`config.mk`:
```
export PLATFORM = sky130hd
export DESIGN_NAME = operand_stack
export DESIGN_NICKNAME = d
export VERILOG_FILES = /design/src/rtl/operand_stack.sv
export SDC_FILE = /design/constraint.sdc
export NUM_CORES = 1
export LEC_CHECK = 0
export BUFFER_PORTS_ARGS = -buffer_cell sky130_fd_sc_hd__buf_2
export CAP_MARGIN = 10
export CORE_ASPECT_RATIO = 0.9
export CORE_UTILIZATION = 60
export DETAILED_ROUTE_END_ITERATION = 16
export GPL_TIMING_DRIVEN = 1
export PLACE_DENSITY = 0.79
export SLEW_MARGIN = 20
export SYNTH_ARGS = -nofsm -noshare
export SYNTH_HDL_FRONTEND = slang
export SYNTH_SLANG_ARGS = --single-unit
export TNS_END_PERCENT = 20
```
`constraint.sdc`:
```
create_clock -name clk -period 6.3 [get_ports clk]
set_clock_uncertainty 0.1 [all_clocks]
set_input_delay 0 -clock clk [delete_from_list [all_inputs] [get_ports clk]]
set_output_delay 0 -clock clk [all_outputs]
set_load 0.02 [all_outputs]
```
`src/rtl/operand_stack.sv`:
```
`default_nettype none
// ============================================================================
//  Module      : operand_stack
//  Description : Operand stack of the stack-machine CPU. It selects a
//                write-back source and moves the stack pointer once per
//                retired instruction. TOS and NOS are presented
//                combinationally. Illegal pointer moves leave the state
//                untouched and raise sticky overflow/underflow flags.
//
//  Ports       : clk             - system clock, rising-edge active
//                reset_n         - synchronous active-low reset
//                en              - instruction-retire strobe
//                StackUpdateMode - 00 sp, 01 sp+1, 10 sp-2, 11 sp-1
//                StackWriteSrc   - 00 none, 01 alu, 10 dmem, 11 pc_temp
//                alu_result      - ALU output
//                dmem_rdata      - data memory read data
//                pc_temp         - PC+1 from fetch
//                tos / nos       - entry sp-1 / sp-2 (0 if absent)
//                sp              - current entry count (0..DEPTH)
//                empty / full    - sp==0 / sp==DEPTH
//                overflow        - sticky push-on-full error
//                underflow       - sticky pop/write-on-empty error
//
//  Revision    : 1.0 - initial release
// ============================================================================
module operand_stack #(
    parameter int DATA_W = 32,
    parameter int DEPTH  = 16,
    parameter int SP_W   = 5
) (
    input  logic              clk,
    input  logic              reset_n,
    input  logic              en,
    input  logic [1:0]        StackUpdateMode,
    input  logic [1:0]        StackWriteSrc,
    input  logic [DATA_W-1:0] alu_result,
    input  logic [DATA_W-1:0] dmem_rdata,
    input  logic [DATA_W-1:0] pc_temp,
    output logic [DATA_W-1:0] tos,
    output logic [DATA_W-1:0] nos,
    output logic [SP_W-1:0]   sp,
    output logic              empty,
    output logic              full,
    output logic              overflow,
    output logic              underflow
);

    // Index width into the entry array; SP_W carries one extra bit so that
    // the pointer can represent DEPTH itself.
    localparam int c_AW = SP_W - 1;

    localparam logic [1:0] c_MODE_HOLD  = 2'b00;
    localparam logic [1:0] c_MODE_PUSH  = 2'b01;
    localparam logic [1:0] c_MODE_DROP2 = 2'b10;
    localparam logic [1:0] c_MODE_POP   = 2'b11;

    localparam logic [1:0] c_SRC_NONE = 2'b00;
    localparam logic [1:0] c_SRC_ALU  = 2'b01;
    localparam logic [1:0] c_SRC_DMEM = 2'b10;

    localparam logic [SP_W-1:0] c_DEPTH = SP_W'(DEPTH);
    localparam logic [SP_W-1:0] c_ONE   = SP_W'(1);
    localparam logic [SP_W-1:0] c_TWO   = SP_W'(2);

    logic [DATA_W-1:0] r_mem [DEPTH];
    logic [SP_W-1:0]   r_sp;
    logic              r_overflow;
    logic              r_underflow;

    logic [SP_W-1:0]   w_new_sp;
    logic [SP_W-1:0]   w_wr_ptr;
    logic [SP_W-1:0]   w_tos_ptr;
    logic [SP_W-1:0]   w_nos_ptr;
    logic [DATA_W-1:0] w_wr_data;
    logic              w_write;
    logic              w_ovf;
    logic              w_unf;
    logic              w_legal;

    // Candidate pointer. Wrapped values for illegal pops are never committed
    // because the underflow check rejects them first.
    always_comb begin
        w_new_sp = r_sp;
        case (StackUpdateMode)
            c_MODE_HOLD:  w_new_sp = r_sp;
            c_MODE_PUSH:  w_new_sp = r_sp + c_ONE;
            c_MODE_DROP2: w_new_sp = r_sp - c_TWO;
            c_MODE_POP:   w_new_sp = r_sp - c_ONE;
            default:      w_new_sp = r_sp;
        endcase
    end

    always_comb begin
        w_wr_data = pc_temp;
        case (StackWriteSrc)
            c_SRC_ALU:  w_wr_data = alu_result;
            c_SRC_DMEM: w_wr_data = dmem_rdata;
            default:    w_wr_data = pc_temp;
        endcase
    end

    assign w_write = (StackWriteSrc != c_SRC_NONE);

    assign w_ovf = (StackUpdateMode == c_MODE_PUSH) && (r_sp == c_DEPTH);

    // The last term catches a write whose target would sit below the stack,
    // e.g. a unary op on an empty stack.
    assign w_unf = ((StackUpdateMode == c_MODE_DROP2) && (r_sp < c_TWO))
                 || ((StackUpdateMode == c_MODE_POP) && (r_sp < c_ONE))
                 || (w_write && (w_new_sp == '0));

    assign w_legal = !w_ovf && !w_unf;

    // The write always lands on the new top of stack.
    assign w_wr_ptr  = w_new_sp - c_ONE;
    assign w_tos_ptr = r_sp - c_ONE;
    assign w_nos_ptr = r_sp - c_TWO;

    always_ff @(posedge clk) begin
        if (!reset_n) begin
            r_sp        <= '0;
            r_overflow  <= 1'b0;
            r_underflow <= 1'b0;
        end else if (en) begin
            if (w_legal) begin
                r_sp <= w_new_sp;
            end
            if (w_ovf) begin
                r_overflow <= 1'b1;
            end
            if (w_unf) begin
                r_underflow <= 1'b1;
            end
        end
    end

    // Entry array carries no reset; only entries below sp are ever observed.
    always_ff @(posedge clk) begin
        if (reset_n && en && w_legal && w_write) begin
            r_mem[w_wr_ptr[c_AW-1:0]] <= w_wr_data;
        end
    end

    assign tos       = (r_sp == '0)   ? '0 : r_mem[w_tos_ptr[c_AW-1:0]];
    assign nos       = (r_sp < c_TWO) ? '0 : r_mem[w_nos_ptr[c_AW-1:0]];
    assign sp        = r_sp;
    assign empty     = (r_sp == '0);
    assign full      = (r_sp == c_DEPTH);
    assign overflow  = r_overflow;
    assign underflow = r_underflow;

endmodule
`default_nettype wire
```
==> results by group <==
Worst setup path
  – Register-to-register setup slack: about 1.6 ns
  – Type of element launching the critical path: flip-flop
  – Start-to-end type of the worst setup path: reg2out
  – Crit path from: sp[2]
  – Critical path's slowest cell: sky130_fd_sc_hd__buf_4
  – Longest individual stage delay on the worst path: a little under 0.8 ns
  – Endpoint type of the worst setup path: output pin
  – Crit Reg-Reg Startpoint: sp[0]
  – Number of cell instances on the worst register-to-register path: 8
  – WP data arrival: 4.94 ns
  – Cell chain of the critical path: inv_1 -> ha_4 -> buf_4 -> buf_4 -> mux4_2 -> mux4_2 -> nor2b_1 -> buf_2
  – Capture instance of the worst register-to-register path: r_mem[0][26]
  – Required time worst endpoint: 6.20 ns
  – Largest fanout on the critical path: 54

Cells and area
  – Layout Cells excl Fill: approximately 2100
  – Number of nets in the final layout: around 1600
  – Most frequent cells in the layout: sky130_fd_sc_hd__edfxtp_1, sky130_fd_sc_hd__mux4_2, sky130_fd_sc_hd__buf_2
  – Most frequent standard cell in the layout excluding fill and tap cells: sky130_fd_sc_hd__edfxtp_1
  – Number of antenna repair diodes: 0
  – Fillers: approximately 2400
  – Final Instance Area: 0.0288 sq mm
  – Share of layout cells above drive strength 1: about two fifths
  – Area Growth Syn to Fin: 14.9%

Outcome
  – Run status: finished, final reports clean

Routing
  – Via Count: between 10000 and 15000
  – Post-route antenna net violation count: 0
  – Post-route DRC violation count: 0
  – Final routed wire length divided by cell count: 31.9 um
  – Detail-routed via count per cell: 7.22
  – First-iteration detailed-routing DRC count: roughly 1900
  – Total detailed-routing wirelength: approximately 66 mm
  – Detailed Routing Iterations Pass 1: 6

Pwr
  – PD cells: roughly 340 mW/mm^2
  – Leak: 9.21 nW
  – Worst vdd rail ir drop: 0.220 mV

STA
  – Hold Vio Cnt, Final: 0
  – Final setup vio count: 0
  – Peak clock frequency supported by timing: just under 200 MHz
  – Worst Max-Slew Pin Slew: between 1 and 1.5 ns
  – RSZ-0062 raised after global routing: no
  – Share of the clock period used by the worst path: between 70% and 80%
  – Setup ws final: 1.26 ns
  – Fin crit period: slightly above 5 ns
  – Final Slew Violations: 0
  – Accumulated negative setup slack: 0 ns
  – Slew Limit Headroom: a little over a fifth

Die
  – Core area: ~0.041 sq mm
  – Count of pins on the block boundary: between 150 and 200
  – Floorplan die width: around 220 um
  – Total number of placement rows: 70
  – Initial Util: 61.2%
  – Die Ht: ~200 um
  – Die Outline Area: roughly 0.043 sq mm

CTS
  – Resized cells post-CTS: 0
  – CTS root buf: sky130_fd_sc_hd__clkbuf_16
  – Clock network latency to the later pin of the worst-skew pair: roughly 0.57 ns
  – CTS H-Tree Depth: 2
  – Clock edge transition at the registers on the reported setup and hold paths: approximately 0.070 ns
  – Total clock sinks: between 500 and 600
  – Clock tree from TritonCTS: done
  – Cts bufs inserted: 51
  – Clock Path Buffers: 3

Global route
  – Wire length of the first global-routing pass: 97.6 mm
  – Antenna violations before repair: 1
  – Final global-route overflow total: 0
  – Via count of the first global-routing pass: roughly 15000
  – Largest net degree at the start of global routing: 143
  – All-Layer GR Usage: about a third

Place
  – Cell area reported after detailed placement: 0.0267 sq mm
  – Number of cells after detailed placement: 1943
  – Worst slack, placed: between 1.5 and 2 ns
  – Quantity of I/O buffers inserted on ports: between 150 and 200
  – Detailed-placement wirelength estimate: ~38 mm
  – Gpl congestion: between 0.8 and 0.9

Worst hold path
  – HP Class: in2reg
  – Start point of the worst min-delay path: dmem_rdata[5]
  – Cell depth of the worst min-delay path: 3
  – Hold-critical path endpoint: r_mem[14][5]

Yosys
  – Mean Syn Cell Area: around 19 sq um
  – Synth warn: 0
  – Commonest register cell after synthesis: sky130_fd_sc_hd__edfxtp_1
  – Count of unique library cells instantiated by Yosys: between 40 and 50
  – Total nets after synthesis: between 1000 and 1500
  – Number of cells produced by synthesis: ~1300
  – Sequential share of the synthesized area: 61.9%
  – Async set or reset register ratio after synthesis: 0%
  – EDFF count, synth: 512
  – Flops & latches, synth: roughly 520
  – Post-synthesis instance area: roughly 0.025 sq mm

Run
  – Number of max-capacitance violations reported: 0
-- synthesized netlist by cell type (all sizes together), types with 2 or more instances --
master	count	area, sq um
dfxtp	7	140
buf	62	365
mux2i	36	360
a211oi	66	495
nor4bb	2	20.0
a22oi	32	240
nor2	53	199
clkbuf	47	176
o221ai	2	17.5
nand3	11	55.1
ha	8	100
or3	4	25.0
o211ai	2	15.0
inv	6	22.5
and3	2	12.5
edfxtp	512	15400
a21oi	40	200
nor3	2	10.0
nor2b	68	425
mux4	288	6490
xor2	5	43.8
o21ai	4	20.0
nor4b	2	17.5
xnor2	3	26.3
nand2	11	41.3
and4b	2	20.0
-- final cells by class --
type | instances | area (sq um) | area share (%)
Multi-Input combinational cell | 658 | 9260 | 32.1
Tap cell | 540 | 676 | 2.35
Inverter | 6 | 22.5 | 0.0782
Timing Repair Buffer | 263 | 1680 | 5.82
Sequential cell | 519 | 15500 | 53.9
Clock inverter | 27 | 275 | 0.956
Clock buffer | 63 | 1360 | 4.74
-- per-layer routing --
metal,share of wire (%),global-route usage (%),vias to the layer above
met2,50,52.2,1150
li1,-,-,5978
met3,11,7.10,136
met4,2.9,9.89,0
met5,0,0,-
met1,36,43.6,7719
-- timing repair --
action,CTS,global route
setup buffers,0,0
hold endpoints to repair,503,16
hold buffers,42,1
-- where the power goes --
part	leakage, nW	internal, W	switching, W
Clock	0.807	0.00177	0.00125
Combinational	3.73	0.00122	0.00165
Sequential	4.68	0.00394	0.0000529
Total	9.21	0.00693	0.00295
-- sequential cells by signal (all words and copies together) (netlist names) --
signal,flops
overflow,1
underflow,1
sp,5
r_mem,512
-- kinds of logic (layout without fill, tap and decap cells) --
group | Yosys count | count (layout) | synth area share, %
AOI/OAI and AO/OA | 154 | 154 | 4.23
xor gates and xnor gates | 8 | 8 | 0.280
adders and majority gates | 8 | 8 | 0.400
buffers and inverters | 115 | 359 | 2.25
DFF | 519 | 519 | 61.9
muxes | 325 | 325 | 27.4
and+or+nand+nor | 163 | 163 | 3.52
-- worst max path at each step --
| stage | slack (ns) | endpoint | depth (start not counted) |
|---|---|---|---|
| finish | 1.26 | nos[21] | 8 |
| global route | 0.89 | tos[7] | 7 |
| CTS | 1.25 | nos[7] | 6 |
| detailed placement | 1.54 | r_mem[0][26] | 8 |
| global placement | 1.63 | r_mem[1][28] | 8 |
| floorplan | 0.90 | r_mem[11][0] | 12 |
-- worst max-delay path, delay by kind of cell, from the launching register on --
| kind | cells | cell delay [ns] |
|---|---|---|
| adders and majority gates | 1 | 0.62 |
| buffers and inverters | 4 | 1.87 |
| DFF | 1 | 0.66 |
| muxes | 2 | 0.93 |
| and+or+nand+nor | 1 | 0.20 |
-- through the flow --
| stage | hold WS [ns] | power, W | utilization (%) |
|---|---|---|---|
| 4_1_cts | 0.00757 | 0.00989 | 70.2 |
| 2_1_floorplan | 0.0572 | 0.00602 | - |
| 3_3_place_gp | 0.185 | 0.00681 | 65.1 |
| 3_5_place_dp | 0.194 | 0.00686 | 65.2 |
| 5_1_grt | 0.0556 | 0.0102 | 70.4 |
| 6_report | 0.0387 | 0.00988 | 70.4 |
Note: power is estimated with default switching activity, not from simulation.
